## src/rtl/mem_stage.sv

```systemverilog
// Memory stage of the five-stage RISC-V pipeline: word loads/stores over a
// req/ack interface, pipeline stall while waiting, and the MEM/WB register.
module mem_stage #(
    parameter int TIMEOUT_CYCLES = 16,
    parameter int CNT_W          = 5
) (
    input  logic        clk,
    input  logic        rst,
    input  logic [31:0] ALU_OUT_ME,
    input  logic [31:0] WD_ME,
    input  logic [4:0]  RD_ME,
    input  logic        MEM_WE_ME,
    input  logic        MEM_TO_REG_ME,
    input  logic        WE_ME,
    input  logic        DMEM_ACK,
    input  logic [31:0] DMEM_RDATA,
    input  logic        ERR_CLR,
    output logic        DMEM_REQ,
    output logic [31:0] DMEM_ADDR,
    output logic [31:0] DMEM_WDATA,
    output logic        DMEM_WE,
    output logic        STALL_ME,
    output logic [31:0] BP_MEM,
    output logic [31:0] WB_DATA,
    output logic [4:0]  WB_RD,
    output logic        WB_WE,
    output logic        ERR_ME
);

    typedef enum logic {
        S_IDLE,
        S_WAIT
    } state_t;

    localparam logic [CNT_W-1:0] TO_VAL  = CNT_W'(TIMEOUT_CYCLES);
    localparam logic [CNT_W-1:0] CNT_MAX = '1;

    state_t           r_state;
    state_t           w_next;
    logic [CNT_W-1:0] r_cnt;

    logic w_mem_op;
    logic w_mis;
    logic w_timeout;
    logic w_req;
    logic w_stall;
    logic w_retire;
    logic w_err_set;

    assign w_mem_op  = MEM_WE_ME | MEM_TO_REG_ME;
    assign w_mis     = w_mem_op & (ALU_OUT_ME[1:0] != 2'b00);
    assign w_timeout = (TIMEOUT_CYCLES != 0) && (r_cnt == TO_VAL);

    // NOTE: non-blocking assignments for every flop so all state updates
    // see the pre-edge values, regardless of statement order.
    always_ff @(posedge clk or posedge rst) begin
        if (rst) begin
            r_state <= S_IDLE;
        end else begin
            r_state <= w_next;
        end
    end

    // NOTE: w_next gets a default before the case so no latch is inferred.
    always_comb begin
        w_next = r_state;
        case (r_state)
            S_IDLE: if (w_mem_op && !w_mis && !DMEM_ACK) w_next = S_WAIT;
            S_WAIT: if (DMEM_ACK || w_timeout) w_next = S_IDLE;
            default: w_next = S_IDLE;
        endcase
    end

    // w_retire commits the current instruction to MEM/WB; otherwise a bubble.
    always_comb begin
        w_req     = 1'b0;
        w_stall   = 1'b0;
        w_retire  = 1'b0;
        w_err_set = 1'b0;
        case (r_state)
            S_IDLE: begin
                if (!w_mem_op) begin
                    w_retire = 1'b1;
                end else if (w_mis) begin
                    w_err_set = 1'b1;
                end else begin
                    w_req = 1'b1;
                    if (DMEM_ACK) w_retire = 1'b1;
                    else          w_stall  = 1'b1;
                end
            end
            S_WAIT: begin
                if (DMEM_ACK) begin
                    w_req    = 1'b1;
                    w_retire = 1'b1;
                end else if (w_timeout) begin
                    w_err_set = 1'b1;
                end else begin
                    w_req   = 1'b1;
                    w_stall = 1'b1;
                end
            end
            default: ;
        endcase
    end

    // Reset must drop the handshake immediately, even mid-WAIT.
    assign DMEM_REQ   = w_req & ~rst;
    assign STALL_ME   = w_stall & ~rst;
    assign DMEM_ADDR  = {ALU_OUT_ME[31:2], 2'b00};
    assign DMEM_WDATA = WD_ME;
    assign DMEM_WE    = MEM_WE_ME;
    assign BP_MEM     = ALU_OUT_ME;

    always_ff @(posedge clk or posedge rst) begin
        if (rst) begin
            r_cnt <= '0;
        end else if (r_state == S_IDLE) begin
            r_cnt <= (w_next == S_WAIT) ? CNT_W'(1) : '0;
        end else if (w_next == S_IDLE) begin
            r_cnt <= '0;
        end else if (r_cnt != CNT_MAX) begin
            r_cnt <= r_cnt + CNT_W'(1);
        end
    end

    always_ff @(posedge clk or posedge rst) begin
        if (rst) begin
            WB_DATA <= '0;
            WB_RD   <= '0;
            WB_WE   <= 1'b0;
        end else begin
            WB_WE <= w_retire & WE_ME;
            if (w_retire) begin
                WB_DATA <= (w_mem_op && MEM_TO_REG_ME) ? DMEM_RDATA : ALU_OUT_ME;
                WB_RD   <= RD_ME;
            end
        end
    end

    // Set has priority over clear so a fault is never lost.
    always_ff @(posedge clk or posedge rst) begin
        if (rst) begin
            ERR_ME <= 1'b0;
        end else if (w_err_set) begin
            ERR_ME <= 1'b1;
        end else if (ERR_CLR) begin
            ERR_ME <= 1'b0;
        end
    end

endmodule

```

## config.mk

```make
export PLATFORM = sky130hd
export DESIGN_NAME = mem_stage
export DESIGN_NICKNAME = d
export VERILOG_FILES = /design/src/rtl/mem_stage.sv
export SDC_FILE = /design/constraint.sdc
export NUM_CORES = 1
export LEC_CHECK = 0
export CORE_UTILIZATION = 30
export DETAILED_ROUTE_END_ITERATION = 6
export GPL_TIMING_DRIVEN = 1
export PLACE_DENSITY = 0.75
export SYNTH_ARGS = -nofsm -noshare
export SYNTH_HDL_FRONTEND = slang
export SYNTH_SLANG_ARGS = --single-unit
```

## constraint.sdc

```tcl
create_clock -name clk -period 1.5 [get_ports clk]
set_input_delay 0.225 -clock clk [delete_from_list [all_inputs] [get_ports clk]]
set_output_delay 0.225 -clock clk [all_outputs]
set_load 0.02 [all_outputs]
```

==> summary.md <==
| Metric | Value |
|---|---|
| CP startpoint kind | `flip-flop` |
| Initial antenna violation count | `1` |
| Failing checks | `setup timing` |
| Port Buf Inserts | `~180` |
| CTS Sinks | `45` |
| Crit path capture type | `output port` |
| CTS tree | `built` |
| CP Buf/Inv Count | `3` |
| Worst-Skew Late Latency | `between 0.2 and 0.3 ns` |
| Synthesized area | `3060 µm²` |
| Slowest-stage cell, CP | `dfrtp_1` |
| Placed insts | `492` |
| M1 WL | `approximately 3 mm` |
| DIE AREA | `~11000 µm²` |
| Cell repeated most along the worst path | `buf_4` |
| Synth area leader | `dfrtp_1` |
| P_int | `2.95 mW` |
| Reg power frac | `between 30% and 40%` |
| Clock share of power | `between 20% and 30%` |
| Finished Layout Cells | `about 520` |
| Top delay family on crit path | `flip-flops` |
| Seq cells post-synth | `45` |
| DR WL met3 | `around 680 µm` |
| Initial Utilization | `a little under a third` |
| Number of remaining DRC errors | `0` |
| Vias post-DR | `approximately 2200` |
| Number of global-route vias before repair | `between 2000 and 2500` |
| Final estimated routing congestion in global placement | `0.754` |
| Final Hold Vio Count | `0` |
| Top cell type's share of synthesized area | `36.8%` |
| Clock buffer depth | `2` |
| First-pass GRT wire length | `roughly 12 mm` |
| Fmax | `about 570 MHz` |
| Die Wd | `approximately 100 µm` |
| Core ar. | `around 9800 µm²` |
| Wire per inst | `about 16 µm` |
| DR top layer | `met4` |
| PwrDens | `883 nW/µm²` |
| DR iter-0 viols | `30` |
| Max cap viols | `0` |
| Count of cell types in the netlist | `31` |
| CP max FO | `2` |
| Post-DP HPWL | `6.13 mm` |
| Final Cycle Share | `116%` |
| Clock slew at reported path FFs | `about 0.08 ns` |
| Post-Syn Instances | `260` |
| Largest net degree at the start of global routing | `33` |
| Class of the worst hold path | `input pin to output port` |
| DR pass1 iterations | `2` |
| Status | `finished with violations` |
| WP data arrival | `between 1.5 and 2 ns` |
| Final core occ | `~50%` |
| Post-CTS Hold Buffers | `0` |
| Final setup fails | `17` |
| Gate power share | `approximately 43%` |
| Met2 Wirelength | `around 4.5 mm` |
| Post-Syn Area per Cell | `11.8 µm²` |
| Ant diodes | `0` |
| CP required | `about 1.3 ns` |
| H-tree Lvls | `2` |
| Antenna Nets Post-Route | `0` |
| Largest cells by area after synthesis | `dfrtp_1, buf_4, mux2_2, mux2_4, buf_12` |
| Die Y | `slightly above 100 µm` |
| Io pins | `roughly 250` |
| Setup CP Type | `flip-flop to output port` |
| P_sw | `around 1.3 mW` |
| Worst r2r src | `r_cnt[1]` |
| Final worst slack | `-0.241 ns` |
| Hold path startpoint | `WD_ME[20]` |
| Slew Viols, Final | `0` |
| Register area | `~1100 µm²` |
| Cell breakdown of the critical path | `inv_2, ha_4, nand4bb_1, buf_4, nand3_4, a21oi_2, buf_4` |
| CTS root buf | `clkbuf_8` |
| Synth warn | `0` |
| Leakage | `around 2.3 nW` |
| Switching Share | `between 30% and 40%` |
| Multi-input gate area | `about 1300 µm²` |
| Design Power | `~4.3 mW` |
| Fillers | `945` |
| Worst Skew | `about 0.0036 ns` |
| Seq/Total Area, Yosys | `a little under two fifths` |
| CTS Buf Count | `5` |
| Total Routing Usage GR | `14.4%` |
| Vias per Instance | `around 4.3` |
| Max VDD drop | `just over 400 µV` |
| Synthesis-to-layout area growth | `58.6%` |
| Max incr delay on CP | `0.38 ns` |
| RSZ-0062 raised after global routing | `true` |
| Gr ovfl total | `0` |
| Cell row count | `36` |
| Routed wire length | `just over 8 mm` |
| Final min period | `1.74 ns` |
| Launch point of the worst path | `r_cnt[1]` |
| Net count, final | `approximately 500` |
| Layout cells sized above 1 | `between 30% and 40%` |
[registers in the layout, indices dropped and copies added (netlist names)]
signal / flops
WB_DATA: 32
r_cnt: 5
WB_WE: 1
WB_RD: 5
ERR_ME: 1
r_state: 1
[through the flow]
step                      setup TNS (ns)  setup slack, ns  hold slack (ns)  area (µm²)
after floorplan                        0           0.0147            0.354        3070
after global placement            -21.22           -0.493            0.450        4450
after detailed placement          -22.09           -0.507            0.450        4450
after CTS                          -1.95           -0.255            0.450        4780
after global routing               -2.45           -0.311            0.450        4850
final                              -1.46           -0.241            0.450        4850
[synthesized netlist by cell type, drive strengths merged]
cell type and number:
conb 1, o22ai 1, a211o 1, buf 103
a2bb2oi 1, nand4b 2, nor2 3, nand3b 2
nor2b 1, xnor2 1, nand2 4, dfrtp 45
ha 3, clkbuf 3, o21ba 1, and2 1
mux2 69, and3 1, nand3 1, xor2 1
nand4bb 1, inv 5, nor3b 2, o2111ai 1
a21oi 4, nor3 1, or2 1
[area by class of cell]
| class | count | area share, % |
|---|---|---|
| flip-flops and latches | 45 | 23.2 |
| inverters | 5 | 0.387 |
| clock buffers | 5 | 1.42 |
| repair buffers | 221 | 44.7 |
| clock inverters | 2 | 0.722 |
| multi-input cells | 105 | 26.1 |
| well taps | 133 | 3.43 |
[power groups by stage]
stage               Clock (mW)  Combinational, mW  Sequential [mW]
floorplan                    0              0.873             1.83
global route             0.954               1.96             1.58
global placement             0               1.84             1.57
detailed placement           0               1.85             1.58
CTS                      0.907               1.92             1.56
finish                   0.870               1.86             1.55
[metal layers]
layer	track usage [%]	up-vias
li1	-	1017
met2	27.9	121
met4	2.93	0
met1	15.7	1078
met3	3.53	4
met5	0	-
[layout by cell type (no fill, tap or decap), types with 2 or more instances in the layout]
cell type,Yosys,layout
buf_6,2,3
clkdlybuf4s50_1,0,72
nand3b_1,2,2
nand2_1,4,4
inv_2,0,4
dlygate4sd2_1,0,88
mux2_4,19,37
nor2_1,3,3
buf_4,98,32
dfrtp_1,45,44
conb_1,1,2
ha_4,0,2
mux2_2,50,32
dlymetal6s2s_1,0,17
a21oi_2,0,3
nand4b_1,2,2
buf_12,2,6
clkbuf_8,0,5
buf_16,0,2
[what timing repair did]
item	CTS	global route
endpoints found under the setup margin	128	61
endpoints found under the hold margin	0	0
pin swaps	6	8
gates resized for setup	133	33
setup buffers	11	5
cloned	4	0
[worst paths after layout]
path | to | cells past startpoint | slack, ns
worst min-delay path | DMEM_WDATA[20] | 0 | 0.45
min in group asynchronous | r_cnt[3] | 4 | 0.48
worst max-delay path | STALL_ME | 7 | -0.24
worst min register to register | ERR_ME | 1 | 0.49
max in group asynchronous | r_state | 4 | 0.80
worst max register to register | r_cnt[3] | 7 | -0.09
[cell families (layout without fill, tap and decap cells)]
kind of cell	count (synthesis)	count (layout)	share of synthesized area (%)
buffers and inverters	111	233	27.3
muxes	69	69	27.7
DFF	45	45	36.8
and+or+nand+nor	20	20	4.01
AOI/OAI and AO/OA	9	9	2.25
adders and majority gates	3	3	1.23
xor gates and xnor gates	2	2	0.573
other	1	2	0.123
Power figures use the tool's default switching activity.
